**config.mk**
```make
export PLATFORM = sky130hd
export DESIGN_NAME = mem_port_arbiter
export DESIGN_NICKNAME = d
export VERILOG_FILES = /design/src/rtl/mem_port_arbiter_pkg.sv /design/src/rtl/mem_port_arbiter_arb_priority.sv /design/src/rtl/mem_port_arbiter.sv
export SDC_FILE = /design/constraint.sdc
export NUM_CORES = 1
export LEC_CHECK = 0
export ABC_AREA = 1
export BUFFER_PORTS_ARGS = -buffer_cell sky130_fd_sc_hd__buf_2
export CAP_MARGIN = 20
export CORE_ASPECT_RATIO = 1.4
export CORE_MARGIN = 5
export CORE_UTILIZATION = 46
export CTS_BUF_LIST = sky130_fd_sc_hd__clkbuf_16
export DETAILED_ROUTE_END_ITERATION = 12
export PLACE_DENSITY = 0.85
export SETUP_SLACK_MARGIN = 0.1
export SYNTH_ARGS = -nofsm -noshare
export SYNTH_HDL_FRONTEND = slang
export SYNTH_SLANG_ARGS = --single-unit
export TNS_END_PERCENT = 10
```
**constraint.sdc**
```tcl
create_clock -name clk -period 2 [get_ports clk]
set_input_delay 0.4 -clock clk [delete_from_list [all_inputs] [get_ports clk]]
set_output_delay 0.4 -clock clk [all_outputs]
set_load 0.05 [all_outputs]
```
**src/rtl/mem_port_arbiter_pkg.sv**
```systemverilog
// Shared types for the fetch/data memory port arbiter: FSM states, grant owner
// and the data-streak counter helper.
package mem_port_arbiter_pkg;

   typedef enum logic [1:0] {
      IDLE,
      BUS_I,
      BUS_D,
      RESP
   } arb_state_t;

   typedef enum logic {
      GRANT_I,
      GRANT_D
   } grant_owner_t;

   localparam int unsigned STREAK_W = 4;

   function automatic logic [STREAK_W-1:0] streak_inc(input logic [STREAK_W-1:0] s,
                                                      input logic [STREAK_W-1:0] lim);
      return (s >= lim) ? lim : s + 1'b1;
   endfunction

endpackage

```
**src/rtl/mem_port_arbiter_arb_priority.sv**
```systemverilog
// Combinational grant decision: data wins over fetch unless the data streak has
// reached its limit while a fetch is waiting.
module arb_priority
   import mem_port_arbiter_pkg::*;
#(
   parameter int unsigned D_STREAK_MAX = 4
) (
   input  logic                if_req,
   input  logic                if_kill,
   input  logic                d_req,
   input  logic [STREAK_W-1:0] streak,
   output logic                grant,
   output grant_owner_t        owner,
   output logic [STREAK_W-1:0] streak_next
);

   localparam logic [STREAK_W-1:0] LIMIT = STREAK_W'(D_STREAK_MAX);

   logic fetch_pend;

   assign fetch_pend = if_req & ~if_kill;

   always_comb begin
      grant       = fetch_pend | d_req;
      owner       = GRANT_D;
      streak_next = streak;
      if (fetch_pend && (!d_req || streak == LIMIT)) begin
         owner       = GRANT_I;
         streak_next = '0;
      end else if (d_req) begin
         // the streak only grows while a fetch is actually being held off
         streak_next = fetch_pend ? streak_inc(streak, LIMIT) : '0;
      end
   end

endmodule

```
**src/rtl/mem_port_arbiter.sv**
```systemverilog
// Shares one single-port memory bus between fetch and data stages.
// Optional bus watchdog enabled by defining BUS_TIMEOUT_EN.
module mem_port_arbiter
   import mem_port_arbiter_pkg::*;
#(
   parameter int unsigned ADDR_W         = 32,
   parameter int unsigned DATA_W         = 32,
   parameter int unsigned D_STREAK_MAX   = 4,
   parameter int unsigned TIMEOUT_CYCLES = 255
) (
   input  logic                clk,
   input  logic                rst,
   input  logic                if_req,
   input  logic [ADDR_W-1:0]   if_addr,
   input  logic                if_kill,
   output logic                if_done,
   output logic [DATA_W-1:0]   if_rdata,
   input  logic                d_req,
   input  logic                d_we,
   input  logic [ADDR_W-1:0]   d_addr,
   input  logic [DATA_W-1:0]   d_wdata,
   input  logic [DATA_W/8-1:0] d_be,
   output logic                d_done,
   output logic [DATA_W-1:0]   d_rdata,
   output logic                stall_if,
   output logic                stall_mem,
   output logic                bus_req,
   output logic                bus_we,
   output logic [ADDR_W-1:0]   bus_addr,
   output logic [DATA_W-1:0]   bus_wdata,
   output logic [DATA_W/8-1:0] bus_be,
   input  logic                bus_ack,
   input  logic [DATA_W-1:0]   bus_rdata,
   output logic                bus_err
);

   arb_state_t          state;
   logic [STREAK_W-1:0] streak;
   logic [STREAK_W-1:0] streak_next;
   logic                grant;
   grant_owner_t        grant_owner;
   logic                if_done_r;
   logic                killed;
   logic                tmo_hit;
   logic                complete;
   logic [DATA_W-1:0]   cpl_data;

   arb_priority #(
      .D_STREAK_MAX(D_STREAK_MAX)
   ) u_prio (
      .if_req     (if_req),
      .if_kill    (if_kill),
      .d_req      (d_req),
      .streak     (streak),
      .grant      (grant),
      .owner      (grant_owner),
      .streak_next(streak_next)
   );

`ifdef BUS_TIMEOUT_EN
   localparam int unsigned TMO_W = (TIMEOUT_CYCLES < 256) ? 8 : 16;

   logic [TMO_W-1:0] tmo_cnt;
   logic             err_r;

   assign tmo_hit = (tmo_cnt == TMO_W'(TIMEOUT_CYCLES - 1));
   assign bus_err = err_r;

   always_ff @(posedge clk) begin
      if (rst) begin
         tmo_cnt <= '0;
         err_r   <= 1'b0;
      end else if (state == BUS_I || state == BUS_D) begin
         if (tmo_hit && !bus_ack) err_r <= 1'b1;
         tmo_cnt <= complete ? '0 : tmo_cnt + 1'b1;
      end else begin
         tmo_cnt <= '0;
      end
   end
`else
   assign tmo_hit = 1'b0;
   assign bus_err = 1'b0;
`endif

   // a watchdog expiry completes the transfer with zero data
   assign complete = bus_ack | tmo_hit;
   assign cpl_data = bus_ack ? bus_rdata : '0;

   // a flush arriving during the response cycle still cancels the pulse
   assign if_done   = if_done_r & ~if_kill;
   assign stall_if  = if_req & ~if_done & ~if_kill;
   assign stall_mem = d_req & ~d_done;

   always_ff @(posedge clk) begin
      if (rst) begin
         state     <= IDLE;
         streak    <= '0;
         killed    <= 1'b0;
         if_done_r <= 1'b0;
         d_done    <= 1'b0;
         if_rdata  <= '0;
         d_rdata   <= '0;
         bus_req   <= 1'b0;
         bus_we    <= 1'b0;
         bus_addr  <= '0;
         bus_wdata <= '0;
         bus_be    <= '0;
      end else begin
         if_done_r <= 1'b0;
         d_done    <= 1'b0;
         case (state)
            IDLE: begin
               if (grant) begin
                  streak  <= streak_next;
                  killed  <= 1'b0;
                  bus_req <= 1'b1;
                  if (grant_owner == GRANT_I) begin
                     state     <= BUS_I;
                     bus_we    <= 1'b0;
                     bus_addr  <= if_addr;
                     bus_wdata <= '0;
                     bus_be    <= '1;
                  end else begin
                     state     <= BUS_D;
                     bus_we    <= d_we;
                     bus_addr  <= d_addr;
                     bus_wdata <= d_wdata;
                     bus_be    <= d_be;
                  end
               end
            end
            BUS_I, BUS_D: begin
               if (state == BUS_I && if_kill) killed <= 1'b1;
               if (complete) begin
                  bus_req <= 1'b0;
                  state   <= RESP;
                  if (state == BUS_I) begin
                     if_rdata  <= cpl_data;
                     if_done_r <= ~(killed | if_kill);
                  end else begin
                     if (!bus_we) d_rdata <= cpl_data;
                     d_done <= 1'b1;
                  end
               end
            end
            RESP:    state <= IDLE;
            default: state <= IDLE;
         endcase
      end
   end

endmodule

```
==> reports/qor.yml <==
layout:
  final_cell_mix: "buf_2 (276), nor2_1 (237), dfxtp_1 (143)"
  fillCellCount: 1158
  final_area_sq_um: 7820
  drive_gt1_share_pct: 31.3
  finalNetCount: 1199
  area_growth_pct: 35.0
  final_common_cell: "buf_2"
die:
  rows: 48
  die_w_microns: 105
  start_util_pct: 47.0
  die_y_microns: 143
  ios: 278
  dieArea_sq_um: 15000
  core_sq_um: 12300
timing:
  rsz0062_at_grt: "false"
  max_freq_mhz: 582
  final.setup_skew_ns: 0.00781
  fin_crit_sh_pct: 85.8
  final_max_slew_viol_count: 0
  finalHoldViolations: 0
  setup_tns_ns: 0
  period_needed_ns: 1.72
  setup_viol: 0
place:
  place.gp.congestion: 0.848
  hpwlAfterDp_mm: 12.4
  portBuffers: 276
  place_area_sq_um: 7200
worst_setup_path:
  crit_family: "buffers and inverters"
  worstSetupEndpointType: "flop"
  timing_worst_setup_path_type: "reg -> reg"
  critical_path_required_ns: 2.33
  critPathBufInv: 2
  slowest_delay_ns: 0.37
  ff2ff_path_depth: 7
  r2r-end: "d_rdata[30]"
  worst-path-max-fanout: 32
  crit_chain: "inv_1 -> ha_1 -> nand2_1 -> nor3_4 -> buf_4 -> o21ai_0 -> nor2_1"
  rr_startpoint: "state[0]"
  cpMaxStageDelayCell: "dfxtp_1"
  start_kind: "flop"
  worst_ep_arrival_time_ns: 2.05
  rrSetupSlack_ns: 0.28
cts:
  ctsLongestPathBuffers: 2
  ctsHoldBuffers: 0
  clk_latency_ns: 0.41
  htreeDepth: 4
  cts_made_buffers: 17
  cts_tree: "done"
  post_cts_resized: 0
  postCtsSetupBuffers: 0
  cts_root_buf: "clkbuf_16"
  clk_pin_slew_ns: 0.06
  numClockSinks: 143
synth:
  synth_area_sq_um: 5790
  yosys_warnings: 0
  synthesis.nets: 946
  synth.distinct_cells: 22
  ys_seq_area_share_pct: 49.4
  post_synth.cell_area_avg_sq_um: 7.23
  synthCells: 801
  ys_ff_latch: 143
detailed_routing:
  drt-total-wl_mm: 17.0
  drc: 0
  firstDrtPassIters: 4
  wl_per_cell_microns: 13.9
  vias_per_cell: 4.94
  first_iter_violations: 239
  dr_total_vias: 6017
  ant_nets: 0
global_route:
  grt_use_total_pct: 22.0
  grt_max_degree: 105
  overflow: 0
  grt_first_pass_wirelength_mm: 27.1
  grt_pass1_vias: 5762
  antenna_found_initial: 3
min_path:
  whs_path_depth: 3
  min-delay-start: "d_be[3]"
  worstHoldPathType: "in -> reg"
  min_to: "bus_be[3]"
pwr:
  p_leak_nw: 4.13
  pwr_density_cell_nw_per_um2: 1800
  irDropWorstVdd_mv: 1.00
run_status:
  status: "finished clean"
run:
  drv_cap: 0
==> per-stage QoR <==
| step | hold WS, ns | utilization [%] | power (W) | instances | worst slack, ns |
|---|---|---|---|---|---|
| after detailed placement | 0.417 | 58.5 | 0.0109 | 1185 | 0.290 |
| after global routing | 0.199 | 63.5 | 0.0149 | 1218 | 0.102 |
| after CTS | 0.192 | 63.5 | 0.0142 | 1217 | 0.257 |
| after global placement | 0.415 | 58.5 | 0.0108 | 1185 | 0.354 |
| after floorplan | 0.398 | - | 0.00939 | 801 | 0.410 |
| final | 0.209 | 63.5 | 0.0141 | 1218 | 0.283 |
==> area by class of cell <==
cell class,instances,area [sq um],area share [%]
clock buffers,17,425,5.44
clock inverters,15,185,2.37
multi-input cells,554,2450,31.3
well taps,150,188,2.40
flip-flops and latches,143,2860,36.6
inverters,48,180,2.30
repair buffers,290,1520,19.5
diodes,1,2.50,0.0320
==> layer usage <==
| layer | vias to the layer above | GRT usage (%) | part of all wire (%) |
|---|---|---|---|
| li1 | 3057 | - | - |
| met1 | 2681 | 23.1 | 37 |
| met2 | 236 | 39.6 | 52 |
| met3 | 39 | 7.55 | 8.5 |
| met4 | 4 | 9.83 | 3.1 |
| met5 | - | 0 | 0.12 |
==> worst min-delay path, delay by kind of cell <==
kind,cells,cell delay [ns]
and+or+nand+nor,2,0.11
buffers and inverters,1,0.08
==> cell usage after synthesis <==
cell type	instances	area [sq um]
buf_4	8	60.1
buf_6	5	56.3
a21oi_1	39	195
buf_1	2	7.51
nor3_1	7	35.0
o21ai_0	96	480
a31oi_1	1	6.26
ha_1	6	75.1
nor3_4	1	16.3
nor2_1	237	890
nand3_1	70	350
dfxtp_1	143	2860
clkbuf_1	26	97.6
nand2_2	4	25.0
inv_2	3	11.3
nand2_1	82	308
buf_2	15	75.1
nand2_4	2	22.5
o21ai_1	6	30.0
or2_2	2	12.5
inv_1	45	169
conb_1	1	3.75
==> kinds of logic (layout without fill, tap and decap cells) <==
group	count (synthesis)	after routing	synth area share (%)
and+or+nand+nor	405	405	28.7
DFF	143	143	49.4
AOI/OAI and AO/OA	142	142	12.3
buffers and inverters	104	370	8.23
adders and majority gates	6	6	1.30
other	1	2	0.0648
==> report_power, final <==
| group | leakage, nW | switching, W | internal (W) |
|---|---|---|---|
| combinational | 2.67 | 0.00509 | 0.00157 |
| sequential | 1.18 | 0.000434 | 0.00374 |
| clock | 0.290 | 0.00125 | 0.00198 |
| total | 4.13 | 0.00678 | 0.00729 |
==> flip-flops by register name, indices dropped and copies added (netlist names) <==
name,cells
bus_addr,32
bus_wdata,32
d_rdata,32
if_rdata,32
bus_be,4
streak,4
state,2
bus_req,1
bus_we,1
d_done,1
if_done_r,1
killed,1
==> worst max-delay path by stage <==
stage,from,end,cells after the start
after global placement,state[0],d_rdata[23],8
after global routing,state[0],d_rdata[23],7
after CTS,state[0],d_rdata[30],7
after floorplan,d_done,stall_mem,1
final,state[0],d_rdata[30],7
after detailed placement,state[0],d_rdata[5],7
Note: power is estimated with default switching activity, not from simulation.
